$ cat src/rtl/edge_request_scheduler_if.sv
// Handshake/status bundle between the request scheduler and its environment.
// The master drives the trigger lines and done, and the slave (the scheduler)
// drives the grant, status and error outputs.
interface edge_request_scheduler_if #(
    parameter int N_REQ = 4,
    parameter int ID_W  = 2
);
    logic [N_REQ-1:0] req_in;
    logic             done;
    logic             start;
    logic [ID_W-1:0]  grant_id;
    logic             busy;
    logic [N_REQ-1:0] pending;
    logic [N_REQ-1:0] overrun;
    logic             timeout_err;

    modport master (
        output req_in, done,
        input  start, grant_id, busy, pending, overrun, timeout_err
    );

    modport slave (
        input  req_in, done,
        output start, grant_id, busy, pending, overrun, timeout_err
    );
endinterface

$ cat src/rtl/edge_request_scheduler.sv
// Round-robin scheduler for one shared resource. Trigger lines are
// synchronised, rising-edge detected and latched as pending requests. Each
// request is served with a start pulse and a done handshake that is guarded
// by a watchdog.
module edge_request_scheduler #(
    parameter int N_REQ          = 4,
    parameter int ID_W           = 2,
    parameter int TIMEOUT_CYCLES = 1024,
    parameter int TO_W           = 10
) (
    input  logic                     clk,
    input  logic                     rst,
    edge_request_scheduler_if.slave  bus
);

    typedef enum logic [1:0] {IDLE, START, WAIT} state_t;

    localparam logic [TO_W-1:0] LAST_CNT = TO_W'(TIMEOUT_CYCLES - 1);

    state_t           r_state;
    logic [N_REQ-1:0] r_a, r_b, r_c;
    logic [N_REQ-1:0] r_pending, r_overrun;
    logic [ID_W-1:0]  r_last, r_grant;
    logic [TO_W-1:0]  r_cnt;
    logic             r_start, r_busy, r_timeout;

    logic [N_REQ-1:0] w_rise, w_clr;
    logic [ID_W-1:0]  w_sel;
    logic             w_found;

    assign w_rise = r_b & ~r_c;

    // Two-flop synchroniser plus one history flop per line for edge detection.
    always_ff @(posedge clk or posedge rst) begin
        if (rst) begin
            r_a <= '0;
            r_b <= '0;
            r_c <= '0;
        end else begin
            r_a <= bus.req_in;
            r_b <= r_a;
            r_c <= r_b;
        end
    end

    // Round-robin pick: first pending channel after the last one granted.
    always_comb begin : p_sel
        int idx;
        idx     = 0;
        w_found = 1'b0;
        w_sel   = '0;
        for (int k = 0; k < N_REQ; k++) begin
            idx = int'(r_last) + 1 + k;
            if (idx >= N_REQ) idx = idx - N_REQ;
            for (int j = 0; j < N_REQ; j++) begin
                if (!w_found && (j == idx) && r_pending[j]) begin
                    w_found = 1'b1;
                    w_sel   = ID_W'(j);
                end
            end
        end
    end

    // One-hot clear of the channel being granted this cycle.
    always_comb begin
        w_clr = '0;
        for (int j = 0; j < N_REQ; j++)
            w_clr[j] = (r_state == IDLE) && w_found && (w_sel == ID_W'(j));
    end

    // Pending latch: a new edge beats a same-cycle grant clear; an edge on an
    // already-pending, not-clearing channel is recorded as a sticky overrun.
    always_ff @(posedge clk or posedge rst) begin
        if (rst) begin
            r_pending <= '0;
            r_overrun <= '0;
        end else begin
            r_pending <= (r_pending & ~w_clr) | w_rise;
            r_overrun <= r_overrun | (w_rise & r_pending & ~w_clr);
        end
    end

    // Grant/handshake FSM with registered start, busy and timeout outputs.
    always_ff @(posedge clk or posedge rst) begin
        if (rst) begin
            r_state   <= IDLE;
            r_last    <= ID_W'(N_REQ - 1);
            r_grant   <= '0;
            r_cnt     <= '0;
            r_start   <= 1'b0;
            r_busy    <= 1'b0;
            r_timeout <= 1'b0;
        end else begin
            r_start   <= 1'b0;
            r_timeout <= 1'b0;
            case (r_state)
                IDLE: begin
                    if (w_found) begin
                        r_grant <= w_sel;
                        r_last  <= w_sel;
                        r_start <= 1'b1;
                        r_busy  <= 1'b1;
                        r_state <= START;
                    end
                end
                START: begin
                    // done arriving here belongs to no launched job; drop it
                    r_cnt   <= '0;
                    r_state <= WAIT;
                end
                WAIT: begin
                    if (bus.done) begin
                        r_busy  <= 1'b0;
                        r_state <= IDLE;
                    end else if (r_cnt == LAST_CNT) begin
                        r_busy    <= 1'b0;
                        r_timeout <= 1'b1;
                        r_state   <= IDLE;
                    end else begin
                        r_cnt <= r_cnt + 1'b1;
                    end
                end
                default: begin
                    r_busy  <= 1'b0;
                    r_state <= IDLE;
                end
            endcase
        end
    end

    assign bus.start       = r_start;
    assign bus.grant_id    = r_grant;
    assign bus.busy        = r_busy;
    assign bus.pending     = r_pending;
    assign bus.overrun     = r_overrun;
    assign bus.timeout_err = r_timeout;

endmodule

$ cat src/flat_wrapper.sv
// flat-port wrapper written by rule: the top's interface ports become plain ports
module edge_request_scheduler_flat 
#(
    parameter int N_REQ          = 4,
    parameter int ID_W           = 2,
    parameter int TIMEOUT_CYCLES = 1024,
    parameter int TO_W           = 10
)
  (clk, rst, bus_req_in, bus_done, bus_start, bus_grant_id, bus_busy, bus_pending, bus_overrun, bus_timeout_err);
  edge_request_scheduler_if #(.N_REQ(N_REQ), .ID_W(ID_W)) bus_i ();
  input  logic clk;
  input  logic rst;
  input wire logic [$bits(bus_i.req_in)-1:0] bus_req_in;
  input wire logic [$bits(bus_i.done)-1:0] bus_done;
  output wire logic [$bits(bus_i.start)-1:0] bus_start;
  output wire logic [$bits(bus_i.grant_id)-1:0] bus_grant_id;
  output wire logic [$bits(bus_i.busy)-1:0] bus_busy;
  output wire logic [$bits(bus_i.pending)-1:0] bus_pending;
  output wire logic [$bits(bus_i.overrun)-1:0] bus_overrun;
  output wire logic [$bits(bus_i.timeout_err)-1:0] bus_timeout_err;
  assign bus_i.req_in = bus_req_in;
  assign bus_i.done = bus_done;
  assign bus_start = bus_i.start;
  assign bus_grant_id = bus_i.grant_id;
  assign bus_busy = bus_i.busy;
  assign bus_pending = bus_i.pending;
  assign bus_overrun = bus_i.overrun;
  assign bus_timeout_err = bus_i.timeout_err;
  edge_request_scheduler #(.N_REQ(N_REQ), .ID_W(ID_W), .TIMEOUT_CYCLES(TIMEOUT_CYCLES), .TO_W(TO_W)) u_core (.clk(clk), .rst(rst), .bus(bus_i));
endmodule
$ cat config.mk
export PLATFORM = sky130hd
export DESIGN_NAME = edge_request_scheduler_flat
export DESIGN_NICKNAME = d
export VERILOG_FILES = /design/src/rtl/edge_request_scheduler_if.sv /design/src/rtl/edge_request_scheduler.sv /design/src/flat_wrapper.sv
export SDC_FILE = /design/constraint.sdc
export NUM_CORES = 1
export LEC_CHECK = 0
export CAP_MARGIN = 10
export CORE_AREA = 3 3 59 61
export CTS_CLUSTER_DIAMETER = 80
export DETAILED_ROUTE_END_ITERATION = 6
export DIE_AREA = 0 0 62 64
export PLACE_DENSITY = 0.76
export SKIP_CTS_REPAIR_TIMING = 1
export SYNTH_ARGS = -nofsm -noshare
export SYNTH_HDL_FRONTEND = slang
export SYNTH_SLANG_ARGS = --single-unit
$ cat constraint.sdc
create_clock -name clk -period 2.39 [get_ports clk]
set_input_delay 0.717 -clock clk [delete_from_list [all_inputs] [get_ports clk]]
set_output_delay 0.717 -clock clk [all_outputs]
set_load 0.01 [all_outputs]
==> results_dict.tcl <==
set metrics [dict create \
    status "finished, final reports clean" \
    reg2reg_from "u_core.r_state[1]" \
    cts_sinks 39 \
    numPortBuffers 19 \
    num_rows 20 \
    cp_top_family "buffers and inverters" \
    ant_nets 0 \
    core_um2 3028 \
    start_util_pct 53.43 \
    overflow 0 \
    worstSkewPairLatency_ns 0.34 \
    start_kind "flip-flop" \
    dr.pass1.iters 4 \
    power_density_nw_per_um2 1054 \
    crit_fanout 9 \
    nets 183 \
    dpl.hpwl_mm 2.154 \
    io-pin-count 20 \
    drtIter0Drc 115 \
    clk_pin_slew_worst_paths_ns 0.11 \
    whs_ns 0.3546 \
    syn_area_um2 1618 \
    diodes 0 \
    yosys_warnings 0 \
    die-width_um 62 \
    worstMarginPinSlew_ns 0.7240 \
    die_h_um 64 \
    h-tree-depth 2 \
    grt_pass1_wl_mm 5.175 \
    grt_max_degree 40 \
    synth_cells 146 \
    cap_violations 0 \
    clockRootBuffer "clkbuf_4" \
    drt-vias-per-instance 5.409 \
    hold_viol 0 \
    p_leak_nw 0.8292 \
    worstSetupEndpointType "primary output" \
    dieArea_um2 3968 \
    max_slew_margin_pct 51.32 \
    crit_arrival_ns 1.46 \
    routed_wl_mm 2.966 \
    vias 1190 \
    synthDistinctLibCells 38 \
    fmax_mhz 459.9 \
    min_period_ns 2.174 \
    antenna_found_initial 0 \
    area_growth_pct 21.04 \
    peakVddDrop_mv 0.5461 \
    drc 0 \
    final_common_cell "dfrtp_1" \
    cts_tree "yes" \
    avgRoutedWirePerCell_um 13.48 \
    drive_gt1_share_pct 11.36 \
    post-place-ws_ns -0.06058 \
    layout_common_cells "dfrtp_1 (37), clkdlybuf4s50_1 (19), nor2_1 (13)" \
    synth_seq_cells 39 \
    cts_buffers 5 \
    hold_start "u_core.r_a[0]" \
    gp_congestion 0.9186 \
    grt_pass1_vias 1143 \
    worstSetupPathType "reg2out" \
    cts_buffer_depth 2 \
    postLayoutSetupSlackWorst_ns 0.2158 \
    cpPeakStageDelay_ns 0.60 \
    ys_seq_area_share_pct 60.48 \
    cpMaxStageDelayCell "clkdlybuf4s50_1" \
    maxSlewViolCount 0 \
    cp.required_ns 1.67 \
    min_period_over_period_pct 90.97 \
    cp_num_buf_inv 1 \
    syn_nets 154 \
    rsz0062_at_grt "no" \
    clock-skew-final_ns 0.007611 \
    path_cells "clkdlybuf4s50_1" \
    finalSetupViolCount 0 \
    track_usage_pct 17.57 \
    hold_class "reg2reg" \
    crit_start "u_core.bus.pending[1]" \
    fillers 236 \
    syn_avg_cell_area_um2 11.08 \
]
==> sequential cells by signal (all words and copies together) (netlist names) <==
register and cells:
u_core.r_cnt 10, u_core.bus.timeout_err 1, u_core.bus.busy 1, u_core.bus.start 1, u_core.r_a 4, u_core.bus.pending 4
u_core.bus.grant_id 2, u_core.r_b 4, u_core.r_c 4, u_core.bus.overrun 4, u_core.r_state 2, u_core.r_last 2
==> report_power, final <==
part | internal, W | switching [W]
logic | 0.000358 | 0.000355
clock network | 0.000172 | 0.000211
registers | 0.000805 | 0.000163
total | 0.00134 | 0.000728
==> Yosys cell counts (all sizes together) <==
library cell / count / share of area [%]
o22a: 1 / 0.54
a211oi: 5 / 2.3
and2: 1 / 0.39
ha: 1 / 0.77
nor2b: 4 / 1.5
o31ai: 3 / 1.4
a2111oi: 1 / 0.93
o211ai: 1 / 0.46
nand2b: 4 / 1.5
nor2: 13 / 3.0
or3b: 1 / 0.70
a211o: 1 / 0.54
nor4: 2 / 0.77
o21bai: 1 / 0.46
nor3: 2 / 0.62
or4: 2 / 0.93
buf: 1 / 0.70
mux2: 2 / 1.4
nand3b: 1 / 0.46
a21o: 3 / 1.4
dfrtp: 37 / 57
nor3b: 2 / 0.93
o21a: 1 / 0.46
nand3: 7 / 2.2
inv: 9 / 2.1
xnor2: 1 / 0.54
nand2: 8 / 1.9
dfstp: 2 / 3.2
a221o: 1 / 0.62
or2: 1 / 0.54
and3: 2 / 0.77
clkbuf: 1 / 0.23
o22ai: 1 / 0.39
a311o: 1 / 0.62
a21oi: 9 / 2.8
o21ai: 8 / 2.5
a41o: 1 / 0.62
a31oi: 4 / 1.5
==> area by class of cell <==
class | count | area, um2 | area share (%)
flip-flops and latches | 39 | 978.4 | 49.97
clock inverters | 1 | 7.507 | 0.3834
multi-input cells | 96 | 590.6 | 30.16
well taps | 44 | 55.05 | 2.811
clock buffers | 7 | 65.06 | 3.323
repair buffers | 24 | 227.7 | 11.63
inverters | 9 | 33.78 | 1.725
==> per-stage QoR <==
| stage | std cells | instance area (um2) | util (%) | setup TNS, ns | total power (W) |
|---|---|---|---|---|---|
| after floorplan | 146 | 1618 | - | 0 | 0.001393 |
| after global placement | 212 | 1886 | 62.27 | -0.005858 | 0.001652 |
| after detailed placement | 212 | 1886 | 62.27 | -0.1078 | 0.001692 |
| after CTS | 220 | 1958 | 64.67 | 0 | 0.002076 |
| after global routing | 220 | 1958 | 64.67 | 0 | 0.002208 |
| final | 220 | 1958 | 64.67 | 0 | 0.002063 |
==> per-layer routing <==
layer,GRT usage [%],routed length [um]
met4,6.897,53
met1,23.54,1378
met3,6.061,156
met2,25.78,1378
met5,0,0
==> path summary, 6_finish.rpt <==
check                              endpoint  slack [ns]  cells past startpoint
max                          bus_pending[1]        0.22                      1
min                           u_core.r_b[0]        0.35                      0
max reg2reg                 u_core.r_cnt[7]        0.51                      4
min reg2reg                   u_core.r_b[0]        0.35                      0
max in group asynchronous  u_core.r_last[0]        1.28                      3
min in group asynchronous     u_core.r_c[0]        0.77                      3
==> cells by family (layout without fill, tap and decap cells) <==
family	after synthesis	in the layout	synth area share [%]
AO/OA/AOI/OAI	42	42	17.56
XOR/XNOR	1	1	0.5415
adder cells (fa/ha/maj)	1	1	0.7733
buffers and inverters	11	41	3.016
flip-flops	39	39	60.48
multiplexers	2	2	1.392
AND/OR/NAND/NOR	50	50	16.24
Power figures use the tool's default switching activity.
